**src/rtl/sobel_avalon_slave_regs.sv**
```systemverilog
`default_nettype none
// ============================================================================
// Module   : sobel_avalon_slave_regs
// Purpose  : Avalon-MM slave register block for the Sobel core. Holds the
//            source/destination base addresses and image dimensions, issues
//            a one-cycle start pulse and tracks busy/done/error status.
//            Reads have a fixed two-cycle latency.
// Options  : SOBEL_SLAVE_IRQ_EN - when defined, CTRL bit1 (IRQ_EN) is stored
//            and irq = IRQ_EN & (DONE | ERR), registered. Otherwise irq = 0.
// Notes    : DATA_W must be at least 32; the SRC/DST/DIM fields are 32 bits.
// Revision : 1.0 - initial release
// ============================================================================
module sobel_avalon_slave_regs #(
  parameter int ADDR_W = 3,
  parameter int DATA_W = 32
) (
  input  logic              clk,
  input  logic              n_rst,
  input  logic [ADDR_W-1:0] address,
  input  logic              read,
  input  logic              write,
  input  logic [DATA_W-1:0] writedata,
  output logic [DATA_W-1:0] readdata,
  output logic              readdatavalid,
  input  logic              core_busy,
  input  logic              core_done,
  output logic              start,
  output logic [31:0]       src_addr,
  output logic [31:0]       dst_addr,
  output logic [15:0]       img_width,
  output logic [15:0]       img_height,
  output logic              irq
);

  localparam logic [ADDR_W-1:0] c_addr_ctrl   = ADDR_W'(0);
  localparam logic [ADDR_W-1:0] c_addr_status = ADDR_W'(1);
  localparam logic [ADDR_W-1:0] c_addr_src    = ADDR_W'(2);
  localparam logic [ADDR_W-1:0] c_addr_dst    = ADDR_W'(3);
  localparam logic [ADDR_W-1:0] c_addr_dim    = ADDR_W'(4);

  logic              start_q, start_d;
  logic [31:0]       src_q, src_d;
  logic [31:0]       dst_q, dst_d;
  logic [15:0]       width_q, width_d;
  logic [15:0]       height_q, height_d;
  logic              done_q, done_d;
  logic              err_q, err_d;
  logic              rd_vld1_q, rd_vld1_d;
  logic [DATA_W-1:0] rd_data1_q, rd_data1_d;
  logic              readdatavalid_q, readdatavalid_d;
  logic [DATA_W-1:0] readdata_q, readdata_d;

  logic              w_wr_ctrl, w_wr_status, w_wr_src, w_wr_dst, w_wr_dim;
  logic              w_start_req, w_start_ok, w_start_err;
  logic              w_irq_en;
  logic [DATA_W-1:0] w_rd_mux;

  // Address decode and start-request qualification
  always_comb begin
    w_wr_ctrl   = write && (address == c_addr_ctrl);
    w_wr_status = write && (address == c_addr_status);
    w_wr_src    = write && (address == c_addr_src);
    w_wr_dst    = write && (address == c_addr_dst);
    w_wr_dim    = write && (address == c_addr_dim);
    w_start_req = w_wr_ctrl && writedata[0];
    // A start while the core is busy or a pulse is still out is refused
    w_start_ok  = w_start_req && !core_busy && !start_q;
    w_start_err = w_start_req && (core_busy || start_q);
  end

  // Read mux samples the pre-write register values of the current cycle
  always_comb begin
    w_rd_mux = '0;
    case (address)
      c_addr_ctrl:   w_rd_mux = DATA_W'({w_irq_en, 1'b0});
      c_addr_status: w_rd_mux = DATA_W'({err_q, done_q, core_busy});
      c_addr_src:    w_rd_mux = DATA_W'(src_q);
      c_addr_dst:    w_rd_mux = DATA_W'(dst_q);
      c_addr_dim:    w_rd_mux = DATA_W'({height_q, width_q});
      default:       w_rd_mux = '0;
    endcase
  end

  // Next-state for configuration, status and the two-stage read pipeline
  always_comb begin
    start_d  = w_start_ok;
    src_d    = w_wr_src ? writedata[31:0] : src_q;
    dst_d    = w_wr_dst ? writedata[31:0] : dst_q;
    width_d  = w_wr_dim ? writedata[15:0] : width_q;
    height_d = w_wr_dim ? writedata[31:16] : height_q;

    // Sticky bits: clears first, so a same-cycle set takes priority
    done_d = done_q;
    if (w_wr_status && writedata[1]) done_d = 1'b0;
    if (w_start_ok)                  done_d = 1'b0;
    if (core_done)                   done_d = 1'b1;

    err_d = err_q;
    if (w_wr_status && writedata[2]) err_d = 1'b0;
    if (w_start_err)                 err_d = 1'b1;

    rd_vld1_d       = read;
    rd_data1_d      = read ? w_rd_mux : '0;
    readdatavalid_d = rd_vld1_q;
    readdata_d      = rd_vld1_q ? rd_data1_q : '0;
  end

  // State registers; reset also flushes any read in flight
  always_ff @(posedge clk or posedge n_rst) begin
    if (n_rst) begin
      start_q         <= 1'b0;
      src_q           <= '0;
      dst_q           <= '0;
      width_q         <= '0;
      height_q        <= '0;
      done_q          <= 1'b0;
      err_q           <= 1'b0;
      rd_vld1_q       <= 1'b0;
      rd_data1_q      <= '0;
      readdatavalid_q <= 1'b0;
      readdata_q      <= '0;
    end else begin
      start_q         <= start_d;
      src_q           <= src_d;
      dst_q           <= dst_d;
      width_q         <= width_d;
      height_q        <= height_d;
      done_q          <= done_d;
      err_q           <= err_d;
      rd_vld1_q       <= rd_vld1_d;
      rd_data1_q      <= rd_data1_d;
      readdatavalid_q <= readdatavalid_d;
      readdata_q      <= readdata_d;
    end
  end

`ifdef SOBEL_SLAVE_IRQ_EN
  logic irq_en_q, irq_en_d;
  logic irq_q, irq_d;

  // IRQ enable is written through CTRL bit1; irq follows status one cycle later
  always_comb begin
    irq_en_d = w_wr_ctrl ? writedata[1] : irq_en_q;
    irq_d    = irq_en_q & (done_q | err_q);
  end

  // Interrupt enable and registered interrupt output
  always_ff @(posedge clk or posedge n_rst) begin
    if (n_rst) begin
      irq_en_q <= 1'b0;
      irq_q    <= 1'b0;
    end else begin
      irq_en_q <= irq_en_d;
      irq_q    <= irq_d;
    end
  end

  assign w_irq_en = irq_en_q;
  assign irq      = irq_q;
`else
  assign w_irq_en = 1'b0;
  assign irq      = 1'b0;
`endif

  assign start         = start_q;
  assign src_addr      = src_q;
  assign dst_addr      = dst_q;
  assign img_width     = width_q;
  assign img_height    = height_q;
  assign readdata      = readdata_q;
  assign readdatavalid = readdatavalid_q;

endmodule
`default_nettype wire

```
**config.mk**
```make
export PLATFORM = sky130hd
export DESIGN_NAME = sobel_avalon_slave_regs
export DESIGN_NICKNAME = d
export VERILOG_FILES = /design/src/rtl/sobel_avalon_slave_regs.sv
export SDC_FILE = /design/constraint.sdc
export NUM_CORES = 1
export LEC_CHECK = 0
export BUFFER_PORTS_ARGS = -buffer_cell sky130_fd_sc_hd__buf_2
export CAP_MARGIN = 30
export CELL_PAD_IN_SITES_DETAIL_PLACEMENT = 1
export CELL_PAD_IN_SITES_GLOBAL_PLACEMENT = 1
export CORE_UTILIZATION = 40
export CTS_BUF_LIST = sky130_fd_sc_hd__clkbuf_8
export DETAILED_ROUTE_END_ITERATION = 12
export PLACE_DENSITY_LB_ADDON = 0.1
export SYNTH_ARGS = -nofsm -noshare
export SYNTH_HDL_FRONTEND = slang
export SYNTH_SLANG_ARGS = --single-unit
```
**constraint.sdc**
```tcl
create_clock -name clk -period 8.5 [get_ports clk]
set_input_delay 0 -clock clk [delete_from_list [all_inputs] [get_ports clk]]
set_output_delay 0 -clock clk [all_outputs]
set_load 0.01 [all_outputs]
```
After elaboration in Yosys (flattened, before gate mapping)
Cells that the tools add are included.

Input bits: 41. Logic and storage cells: 40. Flip-flop bits (word level): 165.

Reductions and logical operators: 17. Muxes and demuxes: 8. Equality and inequality tests: 4.

Operators with widths (number): case mux 32 bit (4 select lines) (1); two-way mux 32 bit (2); logical AND 1 bit (11); equality test 3 x 2 -> 1 bit, second input constant (2); two-way mux 1 bit (5); equality test 3 x 1 -> 1 bit, second input constant (1); equality test 3 bit, second input constant (1); logical NOT 3 bit (1); nonzero test 3 bit (1); logical NOT 1 bit (2); nonzero test 2 bit (1); logical OR 1 bit (1).

Longest topological paths before layout
Gate-level depths: netlist (run 1).

Depth after elaboration: 7. Depth in mapped cells: 6. Mapped depth without buffers: 3.

Least setup slack after synthesis (run 1)
Ideal clock, no wire load.

Path type: in2reg. From: input port address[0]. To: register height_q[11] (netlist: img_height[11]). Stages on the path: 5. Data arrival time: 1.034 ns. Path slack: 7.341 ns. Path through: nor3b_2 -> and2_1 -> buf_2 -> buf_4 -> mux2_2.

Word-level cells in the longest chain between the ends: 2.

RTL lines: start, declared (line 19) `input logic [ADDR_W-1:0] address,`; equality test 3 bit (line 64) `w_wr_dim = write && (address == c_addr_dim);`; logical AND 1 bit (line 64); end signal, assigned (line 127) `height_q <= height_d;`; end, declared (line 45) `logic [15:0] height_q, height_d;`.

No other way between the ends. A chain may end at the register's enable or synchronous reset.

Final worst setup path (run 1)
From: input port address[2]. To: register dst_q[30] (netlist: dst_addr[30]).

Word-level cells in the longest chain between the ends: 2.

RTL lines: equality test 3 x 2 -> 1 bit (line 63) `w_wr_dst = write && (address == c_addr_dst);`; logical AND 1 bit (line 63); end signal, assigned (line 125) `dst_q <= dst_d;`; end, declared (line 43) `logic [31:0] dst_q, dst_d;`.

No other way between the ends.

==> summary by stage, run 1 <==
GRT
The global-route met2 utilization is a little over a third. The initial antenna violation count is 0. The first global-routing pass estimated between 20000 and 30000 um of wire. The global-route usage over all layers is a little over a fifth. The overflow left after global routing is 0. The global-route met3 utilization is about 4.5%. The number of global-route vias before repair is about 4900. Entering global routing, the biggest net connects between 70 and 80 pins. The met1 layer usage reported by global route is between 20 and 30%. The most congested layer reported by global routing is met2.

Die
Measured along the y axis, the die boundary spans approximately 130 um. The core box area is about 16000 um2. The floorplan has 46 rows. The width of the die is 131 um. The die covers between 15000 and 20000 um2.

about 170 I/O pins were placed. For this configuration, the core starts out at a cell density of 41.5%.

STA
For the pin with the worst max-slew slack, the measured transition is between 900 and 1000 ps. The final count of negative-setup-slack endpoints is 0. In the final timing run, aggregate negative setup slack is 0 ps.

The worst pin sits at a relative slew slack of a little under two fifths. The post-route clock skew is just under 6 ps. Setup repair after global routing left no endpoint under its margin. The share of the clock period used by the worst path is between 20% and 30%. The number of endpoints with negative hold slack in the final report is 0.

The smallest setup slack after layout is approximately 6200 ps. The number of max-slew violations in the final report is 0. Based on the critical path, the design can be clocked at up to 435 MHz.

The clock period minus worst slack is approximately 2300 ps. On the final layout, the worst hold slack is roughly 62 ps.

Power
In this run the static leakage power is around 4.2 nW. VDD sags by at most ~0.10 mV. The power density over cell area is between 200 and 250 nW/um2.

Routing
In the routed design, unresolved DRC markers number 0. The total routed wirelength is 17600 um. For this block, the initial DRC count from the detailed router was 201.

The via density per instance is just over 5. The detailed-routing iteration count for the pre-antenna-repair pass is 4. The final routed wire length divided by cell count is approximately 19 um. In this run the remaining antenna-violating nets after routing total 0.

Detailed routing inserted a total of approximately 4600 vias.

Critical path
The startpoint type of the worst setup path is a primary input. The worst register-to-register path begins at start. The endpoint of the most critical register-to-register path is done_q. The reg2reg setup slack is 6910 ps. For the worst setup path, the data required time is between 8000 and 9000 ps. The top fanout value on the critical path is 33. The critical path is of the primary input to register type.

The worst setup path is captured at a register. The data arrival time of the critical path is roughly 2600 ps. The capture point of the critical path is dst_addr[30]. In this run the worst setup path begins at address[2].

Measured in cells, the most critical reg-to-reg path has a length of 4.

Worst hold path
The path category of the worst min-delay check is primary input to register.

Layout
The number of nets in the final layout is 720. The area added between synthesis and finish is 28.4%. Summing all non-filler instances in the final layout gives an area of 8560 um2. 0 antenna diodes ended up in the layout. Cells with a size suffix above 1 make up between 30% and 40% of the layout.

Clock tree
No sink is reached through more buffers than the 2 on the longest clock path. The buffer count from post-CTS setup fixing is 0. The number of hold buffers added after cts is 38. The H-tree depth is 4.

The clock insertion delay at the later pin of the skew report is approximately 450 ps. TritonCTS built the clock tree. Once the clock tree was built, the resizer swapped 0 gates to a different size. CTS saw 165 sinks. Clock-pin slew was measured on the worst setup and hold paths at around 80 ps. In this run, CTS created clock tree buffers numbering 17. The cell at the root of the clock tree is sky130_fd_sc_hd__clkbuf_8.

Synth
Synthesis inferred around 170 register bits. The post-synthesis net count is about 520. The post-synthesis cell type with the largest combined area is sky130_fd_sc_hd__dfrtp_1. The area share of the largest cell type after synthesis is 61.9%. The share of the Yosys chip area taken by registers is around 62%. After synthesis, the mean cell area works out to about 14 um2. Yosys printed 0 warnings. The post-synthesis instance area is between 6000 and 7000 um2.

The share of flip-flops with an asynchronous set or reset is 100%. Sorting the synthesized cells by area gives the leading types as sky130_fd_sc_hd__dfrtp_1, sky130_fd_sc_hd__mux2_1, sky130_fd_sc_hd__mux2_4, sky130_fd_sc_hd__a32oi_1, sky130_fd_sc_hd__and2_1. In the synthesized netlist the dominant register cell turns out to be sky130_fd_sc_hd__dfrtp_1.

The number of library cell types mapped by synthesis is 31. Synthesis handed over a netlist of 482 instances. The number of enable flip-flop cells after synthesis is 0.

Outcome
The run finished with clean final reports.

Placed design
In this run the tool buffered the top-level ports with 170 buffer cells. At the end of routability-driven placement, the weighted congestion stood at around 0.76. The wire-length estimate of the detail-placed layout is 11400 um. The post-placement setup slack is around 5800 ps. Once placement finished, the instance area stood at between 7000 and 8000 um2.

Flow run
Max-cap violations in this run came to 0.
-- Yosys cell counts, types with 2 or more instances --
| cell | number |
|---|---|
| sky130_fd_sc_hd__nor2b_1 | 31 |
| sky130_fd_sc_hd__buf_4 | 8 |
| sky130_fd_sc_hd__a22oi_1 | 3 |
| sky130_fd_sc_hd__mux2_2 | 14 |
| sky130_fd_sc_hd__nor4bb_1 | 4 |
| sky130_fd_sc_hd__a31oi_1 | 4 |
| sky130_fd_sc_hd__buf_2 | 18 |
| sky130_fd_sc_hd__inv_1 | 4 |
| sky130_fd_sc_hd__buf_1 | 2 |
| sky130_fd_sc_hd__mux2_4 | 30 |
| sky130_fd_sc_hd__dfrtp_1 | 165 |
| sky130_fd_sc_hd__and2_1 | 33 |
| sky130_fd_sc_hd__clkbuf_1 | 6 |
| sky130_fd_sc_hd__nand3_1 | 3 |
| sky130_fd_sc_hd__a32oi_1 | 28 |
| sky130_fd_sc_hd__nand2_1 | 29 |
| sky130_fd_sc_hd__mux2_1 | 52 |
| sky130_fd_sc_hd__buf_6 | 3 |
| sky130_fd_sc_hd__a21oi_1 | 32 |
| sky130_fd_sc_hd__nor2_1 | 2 |
-- how the worst min path moves through the flow --
| stage | from | end | slack (ps) | depth (start not counted) |
|---|---|---|---|---|
| after global routing | write | err_q | 90 | 4 |
| after detailed placement | read | rd_vld1_q | 190 | 1 |
| final | address[1] | err_q | 60 | 4 |
| after global placement | n_rst | readdata[22] | 180 | 2 |
| after CTS | address[1] | err_q | 40 | 4 |
| after floorplan | read | rd_vld1_q | 30 | 0 |
-- area by class of cell --
class                      count  area (um2)
sequential                   165        4130
inverter                       4        20.0
clock inverter                 9         146
fill                        1684        7500
tap                          216         270
multi-input combinational    276        2330
clock buffer                  23         317
timing repair buffer         215        1350
-- state kept, by name (all words and copies together) (netlist names) --
signal	count
rd_vld1_q	1
src_addr	32
readdata	32
err_q	1
img_height	16
rd_data1_q	32
readdatavalid	1
start	1
done_q	1
dst_addr	32
img_width	16
-- critical path, stage by stage --
cell and delay, ps:
sky130_fd_sc_hd__dlygate4sd3_1 520, sky130_fd_sc_hd__buf_2 190, sky130_fd_sc_hd__and3b_2 800, sky130_fd_sc_hd__nand2_4 590, sky130_fd_sc_hd__mux2_1 500
-- per-layer routing --
metal  vias to the layer above  routed length [um]
li1                       2074                   -
met1                      2379                7940
met2                       121                8640
met3                        22                 766
met4                         0                 240
met5                         -                   0
-- report_power, final --
| group | total, W | leakage [nW] | switching, W | internal, W |
|---|---|---|---|---|
| clock | 0.000643 | 0.239 | 0.000278 | 0.000365 |
| combinational | 0.000387 | 1.85 | 0.000186 | 0.000200 |
| sequential | 0.000988 | 2.10 | 0.0000922 | 0.000896 |
| total | 0.00202 | 4.18 | 0.000557 | 0.00146 |
-- cell usage in the layout, fill, tap and decap left out, drive strengths merged, types with 4 or more instances in the layout --
| cell type | n |
|---|---|
| a21oi | 32 |
| a31oi | 4 |
| a32oi | 28 |
| and2 | 33 |
| buf | 177 |
| bufinv | 4 |
| clkbuf | 23 |
| dfrtp | 165 |
| dlygate4sd3 | 38 |
| inv | 5 |
| mux2 | 96 |
| nand2 | 30 |
| nor2b | 31 |
| nor4bb | 4 |
-- kinds of logic (layout without fill, tap and decap cells) --
group | count (synthesis) | in the layout | share of synthesized area [%]
AOI/OAI and AO/OA | 71 | 71 | 7.28
buffers and inverters | 41 | 251 | 3.44
DFF | 165 | 165 | 61.9
muxes | 96 | 96 | 17.9
other | 1 | 1 | 0.0563
and+or+nand+nor | 108 | 108 | 9.37
-- stage by stage --
stage,instances,power (W),utilization [%]
2_1_floorplan,482,0.00119,-
3_3_place_gp,834,0.00136,47.5
3_5_place_dp,838,0.00138,48.1
4_1_cts,908,0.00204,53.3
5_1_grt,908,0.00212,53.3
6_report,908,0.00202,53.3
(Power assumes the default switching activity.)
==> run 2: changes to the inputs <==
--- a/config.mk
+++ b/config.mk
@@ -5,11 +5,12 @@
 export SDC_FILE = /design/constraint.sdc
 export NUM_CORES = 1
 export LEC_CHECK = 0
+export ABC_AREA = 1
 export BUFFER_PORTS_ARGS = -buffer_cell sky130_fd_sc_hd__buf_2
 export CAP_MARGIN = 30
 export CELL_PAD_IN_SITES_DETAIL_PLACEMENT = 1
 export CELL_PAD_IN_SITES_GLOBAL_PLACEMENT = 1
-export CORE_UTILIZATION = 40
+export CORE_UTILIZATION = 37
 export CTS_BUF_LIST = sky130_fd_sc_hd__clkbuf_8
 export DETAILED_ROUTE_END_ITERATION = 12
 export PLACE_DENSITY_LB_ADDON = 0.1
==> constraint.sdc (replaced) <==
create_clock -name clk -period 1.9 [get_ports clk]
set_input_delay 0 -clock clk [delete_from_list [all_inputs] [get_ports clk]]
set_output_delay 0 -clock clk [all_outputs]
set_load 0.01 [all_outputs]
==> summary by stage, run 2 <==
Flow run
The count of maximum capacitance violations is 0.

Clock tree
The cell at the root of the clock tree is sky130_fd_sc_hd__clkbuf_8. The clock slew seen by the registers of the worst setup and hold paths is roughly 80 ps. The total clock buffers created by CTS is 17. After clock tree synthesis, the repair step resized 0 gates. The H-tree generated during clock tree synthesis spans 4 levels. TritonCTS built the clock tree.

The buffer count from post-CTS setup fixing is 0. The clock reaches the later pin of the worst-skew pair after ~450 ps. The tree built by TritonCTS fans out to approximately 170 sinks.

The maximum number of buffers from clock root to sink is 2.

STA
The maximum operating frequency is a little under 700 MHz. The measured slew at the worst slew-check pin is approximately 500 ps. Dividing the final minimum period by the clock period gives ~78%. The number of max-slew violations in the final report was 0. The post-route clock skew is ~9.3 ps. The worst path in the final design needs a cycle of 1480 ps, including I/O delays and setup. The number of endpoints with negative hold slack in the final report is 0.

Setup repair after global routing left no endpoint under its margin. The smallest setup slack after layout is ~420 ps. The final count of negative-setup-slack endpoints is 0. Measured against its own limit, the worst slew margin works out to 66.5%.

Routing
The post-detailed-route count of antenna-violating nets is 0. The violation count after the first detailed-routing iteration is about 200. The final route contains roughly 5600 vias. The total routed wirelength is roughly 20000 um. For this run, design rule violations remaining after detail routing come to 0. Dividing the detail-routed via count by the number of cells gives approximately 4.7. The final routed wire length divided by cell count is approximately 17 um. The detailed-routing iteration count for the pre-antenna-repair pass is 4.

Critical path
The endpoint identified for the worst register-to-register timing path is done_q. The element type at the critical path end is a register. The top fanout value on the critical path is 2. The cell count of the worst reg-to-reg path is 5.

The worst setup path is launched from a register. STA puts the critical path data required time at between 2000 and 2500 ps. In this run the critical register-to-register path is launched from start. The reg2reg setup slack is approximately 420 ps. The type of the worst setup path is register to register. The data arrival time of the critical path is between 1500 and 2000 ps.

Synth
The share of flip-flops with an asynchronous set or reset is 100%. After synthesis, the mean cell area works out to around 9.1 um2. The share of the Yosys chip area taken by registers is around 60%. Yosys printed 0 warnings. The netlist uses 22 different library cells. The number of synthesized register bits is 165. Of all cell types, the one taking the most synthesized area is sky130_fd_sc_hd__dfrtp_1. By area the synthesized netlist is led by sky130_fd_sc_hd__dfrtp_1, sky130_fd_sc_hd__nand2_1, sky130_fd_sc_hd__inv_1, sky130_fd_sc_hd__nand3_1, sky130_fd_sc_hd__nor2_1. The area share of the largest cell type after synthesis is roughly 60%.

The flip-flop cell with the highest count after synthesis is sky130_fd_sc_hd__dfrtp_1. sky130_fd_sc_hd__nand2_1 is the most common cell in the netlist. In this run the cell area of the synthesized design comes to between 6000 and 7000 um2. Yosys mapped a number of flops with a built-in enable equal to 0.

The post-synthesis net count is just under 800. The post-synthesis instance total is 749. The commonest cells after synthesis are sky130_fd_sc_hd__nand2_1, sky130_fd_sc_hd__dfrtp_1, sky130_fd_sc_hd__inv_1.

Layout
The sequential cell area is about 4100 um2. The number of nets in the final layout is approximately 1000. The area added between synthesis and finish is 27.5%. Summing all multi-input logic gate instances after layout gives ~2100 um2. Leaving out fill and tap cells, the most frequent cells in the layout are sky130_fd_sc_hd__buf_2, sky130_fd_sc_hd__nand2_1, sky130_fd_sc_hd__dfrtp_1. Leaving out fill and tap cells, the most frequent cell in the layout is sky130_fd_sc_hd__buf_2. The share of final-layout standard cells stronger than drive strength 1 is ~28%. The finished cells cover roughly 8700 um2. The filler cells instantiated in the layout total between 2000 and 2500.

The repair_antennas step left the layout with diodes totalling 0.

GRT
The first-pass GRT wire length is roughly 33000 um. Entering global routing, the biggest net connects 77 pins. The initial antenna violation count is 0. The total overflow left after global routing is 0. The number of global-route vias before repair is ~6000. The global-route usage over all layers is 21.8%.

Power
Power spread over the standard cell area amounts to between 900 and 1000 nW/um2. Across the VDD grid, the largest voltage drop is ~0.44 mV. The analysis attributes to cell leakage a power of about 5 nW.

Die
Once the floorplan was initialized, standard cells occupied between 30% and 40% of the core. In this run the count of I/O pins placed on the die edge is between 150 and 200. The floorplan die area is roughly 19000 um2. The die is 138 um tall. The number of placement rows is 49. In this run the standard cell core region covers approximately 18000 um2. The floorplan step set the die width to around 140 um.

Placed design
The post-placement setup slack is between 500 and 600 ps. During placement, the flow inserted port buffers numbering between 150 and 200. The HPWL after detailed placement is 13300 um.

Once placement finished, the instance area stood at 7930 um2. The last weighted congestion value of the routability-driven placer is 0.786.

Outcome
The run finished with clean final reports.

Worst hold path
The tightest min-delay check is of the primary input to async pin type.
-- run 2: changes by cell type after synthesis, sizes merged, moves of 32 or more --
cell / delta
a21oi: -32
and2: -33
inv: +97
mux2: -96
nand2: +137
nand3: +69
nor2: +95
o21ai: +96
-- run 2: area by class of cell --
type | count | share of cell area, %
flip-flops and latches | 165 | 47.3
multi-input cells | 440 | 23.9
repair buffers | 228 | 16.4
well taps | 229 | 3.28
clock inverters | 13 | 1.79
inverters | 101 | 4.38
clock buffers | 19 | 2.99
-- run 2: worst max path at each step --
stage               start        endpoint  slack, ps
2_1_floorplan       n_rst          done_q       -200
3_3_place_gp   address[0]  rd_data1_q[19]        630
3_5_place_dp   address[0]  rd_data1_q[21]        590
4_1_cts             start          done_q        470
5_1_grt             start          done_q        370
6_report            start          done_q        420
-- run 2: worst max-delay path, stage by stage, from the launching register on --
cell and delay [ps]:
sky130_fd_sc_hd__dfrtp_1 390, sky130_fd_sc_hd__nor2_1 130, sky130_fd_sc_hd__nand4_1 140, sky130_fd_sc_hd__nand3_1 90, sky130_fd_sc_hd__nand2_1 50, sky130_fd_sc_hd__dlygate4sd3_1 560
-- run 2: metrics by stage --
stage / power, W / hold WS (ps) / util [%] / setup TNS, ps / cells
final: 0.00862 / 46.5 / 48.5 / 0 / 1195
after global routing: 0.00909 / 53.1 / 48.5 / 0 / 1195
after CTS: 0.00874 / 10.5 / 48.5 / 0 / 1195
after detailed placement: 0.00600 / -20.6 / 44.0 / 0 / 1124
after global placement: 0.00592 / -21.2 / 44.0 / 0 / 1124
after floorplan: 0.00520 / 31.4 / - / -32800 / 749
-- run 2: cell families (layout without fill, tap and decap cells) --
group                  after synthesis  after routing  share of synthesized area, %
AOI/OAI and AO/OA                   97             97                          8.84
DFF                                165            165                          60.3
other                                1              1                        0.0547
buffers and inverters              144            361                          9.26
and+or+nand+nor                    342            342                          21.6
-- run 2: power by group --
group	switching, W	total (W)	internal [W]
logic	0.000971	0.00164	0.000664
clock network	0.00130	0.00266	0.00136
registers	0.000370	0.00433	0.00396
total	0.00264	0.00862	0.00598
-- run 2: layer usage --
metal	GRT usage (%)	vias to the layer above	wire length [um]
met3	3.78	16	657
met5	0	-	0
met4	6.94	0	257
met2	36.8	115	9810
li1	-	2718	-
met1	28.6	2769	9110
-- run 2: repair_timing --
action	CTS	global route
hold buffers	39	0
endpoints found under the hold margin	266	0
setup endpoints to repair	0	0
==> run 3: changes to the inputs <==
--- a/config.mk
+++ b/config.mk
@@ -10,7 +10,7 @@
 export CAP_MARGIN = 30
 export CELL_PAD_IN_SITES_DETAIL_PLACEMENT = 1
 export CELL_PAD_IN_SITES_GLOBAL_PLACEMENT = 1
-export CORE_UTILIZATION = 37
+export CORE_UTILIZATION = 40
 export CTS_BUF_LIST = sky130_fd_sc_hd__clkbuf_8
 export DETAILED_ROUTE_END_ITERATION = 12
 export PLACE_DENSITY_LB_ADDON = 0.1
==> constraint.sdc (replaced) <==
create_clock -name clk -period 1.5 [get_ports clk]
set_input_delay 0 -clock clk [delete_from_list [all_inputs] [get_ports clk]]
set_output_delay 0 -clock clk [all_outputs]
set_load 0.01 [all_outputs]
==> summary by stage, run 3 (synthesis results as in run 2) <==
Layout
The final standard cell count with taps included and fillers excluded is around 1200. The post-route netlist has 28.7% of its cells at a drive strength greater than 1. The combined area of the multi-input logic cells is around 2100 um2. The area added between synthesis and finish is 28.6%. The number of nets in the final layout is approximately 1000.

Leaving out fill and tap cells, the most frequent cell in the layout is sky130_fd_sc_hd__buf_2. Leaving out fill and tap cells, the most frequent cells in the layout are sky130_fd_sc_hd__buf_2, sky130_fd_sc_hd__nand2_1, sky130_fd_sc_hd__dfrtp_1. The number of fill cells is 2013. The sequential cell area is 4130 um2. The number of diodes added for antenna fixing is 0.

Die
For this design the top-level I/O count stands at 172. The initialized floorplan defines 47 standard-cell rows. From bottom edge to top edge, the die measures about 130 um. The initial utilization of the core area, before any placement, comes to around two fifths. The core box area is ~17000 um2.

The floorplan die area is approximately 18000 um2. Measured along the x axis, the die boundary spans around 130 um.

Clock tree
The cell at the root of the clock tree is sky130_fd_sc_hd__clkbuf_8. The H-tree depth is 4. The clock insertion delay at the later pin of the skew report is between 400 and 500 ps.

The clock slew seen by the registers of the worst setup and hold paths is roughly 90 ps. In this run, CTS created clock tree buffers numbering 17. The sink count of the clock tree is 165. The TritonCTS clock tree is yes. The maximum number of buffers from clock root to sink is 2.

GRT
The number of global-route vias before repair came to 6171. The initial antenna violation count was 0. The maximum number of pins on one net before global-route repair is about 50. The first global-routing pass estimated around 33000 um of wire. For this run the aggregate overflow at the end of global routing stands at 0. The most congested layer reported by global routing is met2. The global-route usage over all layers is between 20% and 30%. The global-route met3 utilization is 4.56%. Global routing used ~43% of the available met2 tracks. For met1 alone, demand over resource in global routing was a little under a third.

Routing
Summing over every cut layer, the via total after detailed routing is 5767. After the first detailed-routing iteration, the DRC count stood at around 290. The via density per instance is 4.85. The total routed wirelength is about 20000 um. For this run, design rule violations remaining after detail routing come to 0. The post-detailed-route count of antenna-violating nets is 0. After detailed routing, the average wire length per cell comes to 16.9 um. The detailed-routing iteration count for the pre-antenna-repair pass is 4.

Critical path
Of all nets on the critical path, the largest fanout is 2. The type of the worst setup path is register to register. For the worst setup path, the data arrival time is approximately 1800 ps. The master of the slowest instance on the critical path is sky130_fd_sc_hd__dlygate4sd3_1.

The worst setup path is launched from a register. Data on the critical path is required at its endpoint by 1850 ps. The delay of the slowest cell on the worst path is roughly 540 ps.

The critical path goes through nor2_2 -> nand4_1 -> nand3_1 -> nand2_1 -> dlygate4sd3_1. The element type at the critical path end is a register.

STA
After layout, the worst path uses between 90 and 100% of the clock period. The clock period minus worst slack is 1460 ps. The post-route clock skew is between 7 and 8 ps.

The number of endpoints with negative hold slack in the final report is 0. Setup violations remaining at the end of the flow were counted as 0. The maximum operating frequency is slightly below 700 MHz.

The worst hold slack after final layout is 64.2 ps. The number of max-slew violations in the final report is 0. The smallest setup slack after layout is slightly below 40 ps.

Placed design
Prior to clock tree synthesis, the placed netlist has a worst setup slack of between 200 and 250 ps. Routability-driven placement finished with a final weighted congestion of 0.824. The detailed placement HPWL is roughly 14000 um. Including well taps, the total number of placed cells is about 1100. The quantity of I/O buffers inserted on ports is between 150 and 200.

Outcome
The flow ran to the end, and the final reports show no timing, DRC or antenna violations.

Flow run
Across the run, the number of max-cap violations was 0.

Power
For this design the static power due to leakage is roughly 5 nW. The worst voltage drop across the vdd grid is between 0.5 and 0.6 mV. Power spread over the standard cell area amounts to 1250 nW/um2.

Worst hold path
The path category of the worst min-delay check is primary input to register.
-- run 3: stage by stage --
stage          area, um2  util [%]  power (W)  TNS [ps]
2_1_floorplan       6850         -    0.00659    -98800
6_report            8810      52.9     0.0111         0
4_1_cts             8800      52.9     0.0112         0
3_3_place_gp        7980      47.9    0.00751         0
5_1_grt             8810      52.9     0.0116     -15.4
3_5_place_dp        7980      47.9    0.00762         0
-- run 3: routing by layer --
metal	vias to the layer above	routed length, um
met5	-	0
met2	139	10500
met1	2879	8490
met3	16	819
met4	0	238
li1	2733	-
-- run 3: area by class of cell --
cell class,instances,share of cell area (%)
clock buffer,18,2.81
clock inverter,14,2.10
inverter,101,4.35
multi-input combinational,440,23.7
sequential,165,46.9
tap,220,3.12
timing repair buffer,232,17.0
-- run 3: path summary, 6_finish.rpt --
check                          startpoint            end  slack, ps  cells past startpoint
hold reg to reg            rd_data1_q[30]   readdata[30]        440                      2
max in group asynchronous           n_rst  rd_data1_q[4]        800                      4
setup reg to reg                    start         done_q         40                      5
hold / removal                 address[1]  rd_data1_q[7]         60                      5
setup / recovery                    start         done_q         40                      5
min in group asynchronous           n_rst   dst_addr[18]        110                      3
-- run 3: what timing repair did --
item | in CTS | in global routing
hold buffers | 39 | 0
buffers inserted | 0 | 1
endpoints found under the setup margin | 0 | 1
resized for setup | 0 | 1
endpoints found under the hold margin | 271 | 0
-- run 3: worst max-delay path: cells and delay by family (launching register included) --
family                 cells  cell delay, ps
buffers and inverters      1             540
flip-flops                 1             400
AND/OR/NAND/NOR            4             410
-- run 3: where the power goes --
part           total (W)  switching (W)  internal (W)
Combinational    0.00209        0.00124      0.000855
Clock            0.00347        0.00162       0.00184
Sequential       0.00550       0.000485       0.00501
Total             0.0111        0.00334       0.00771
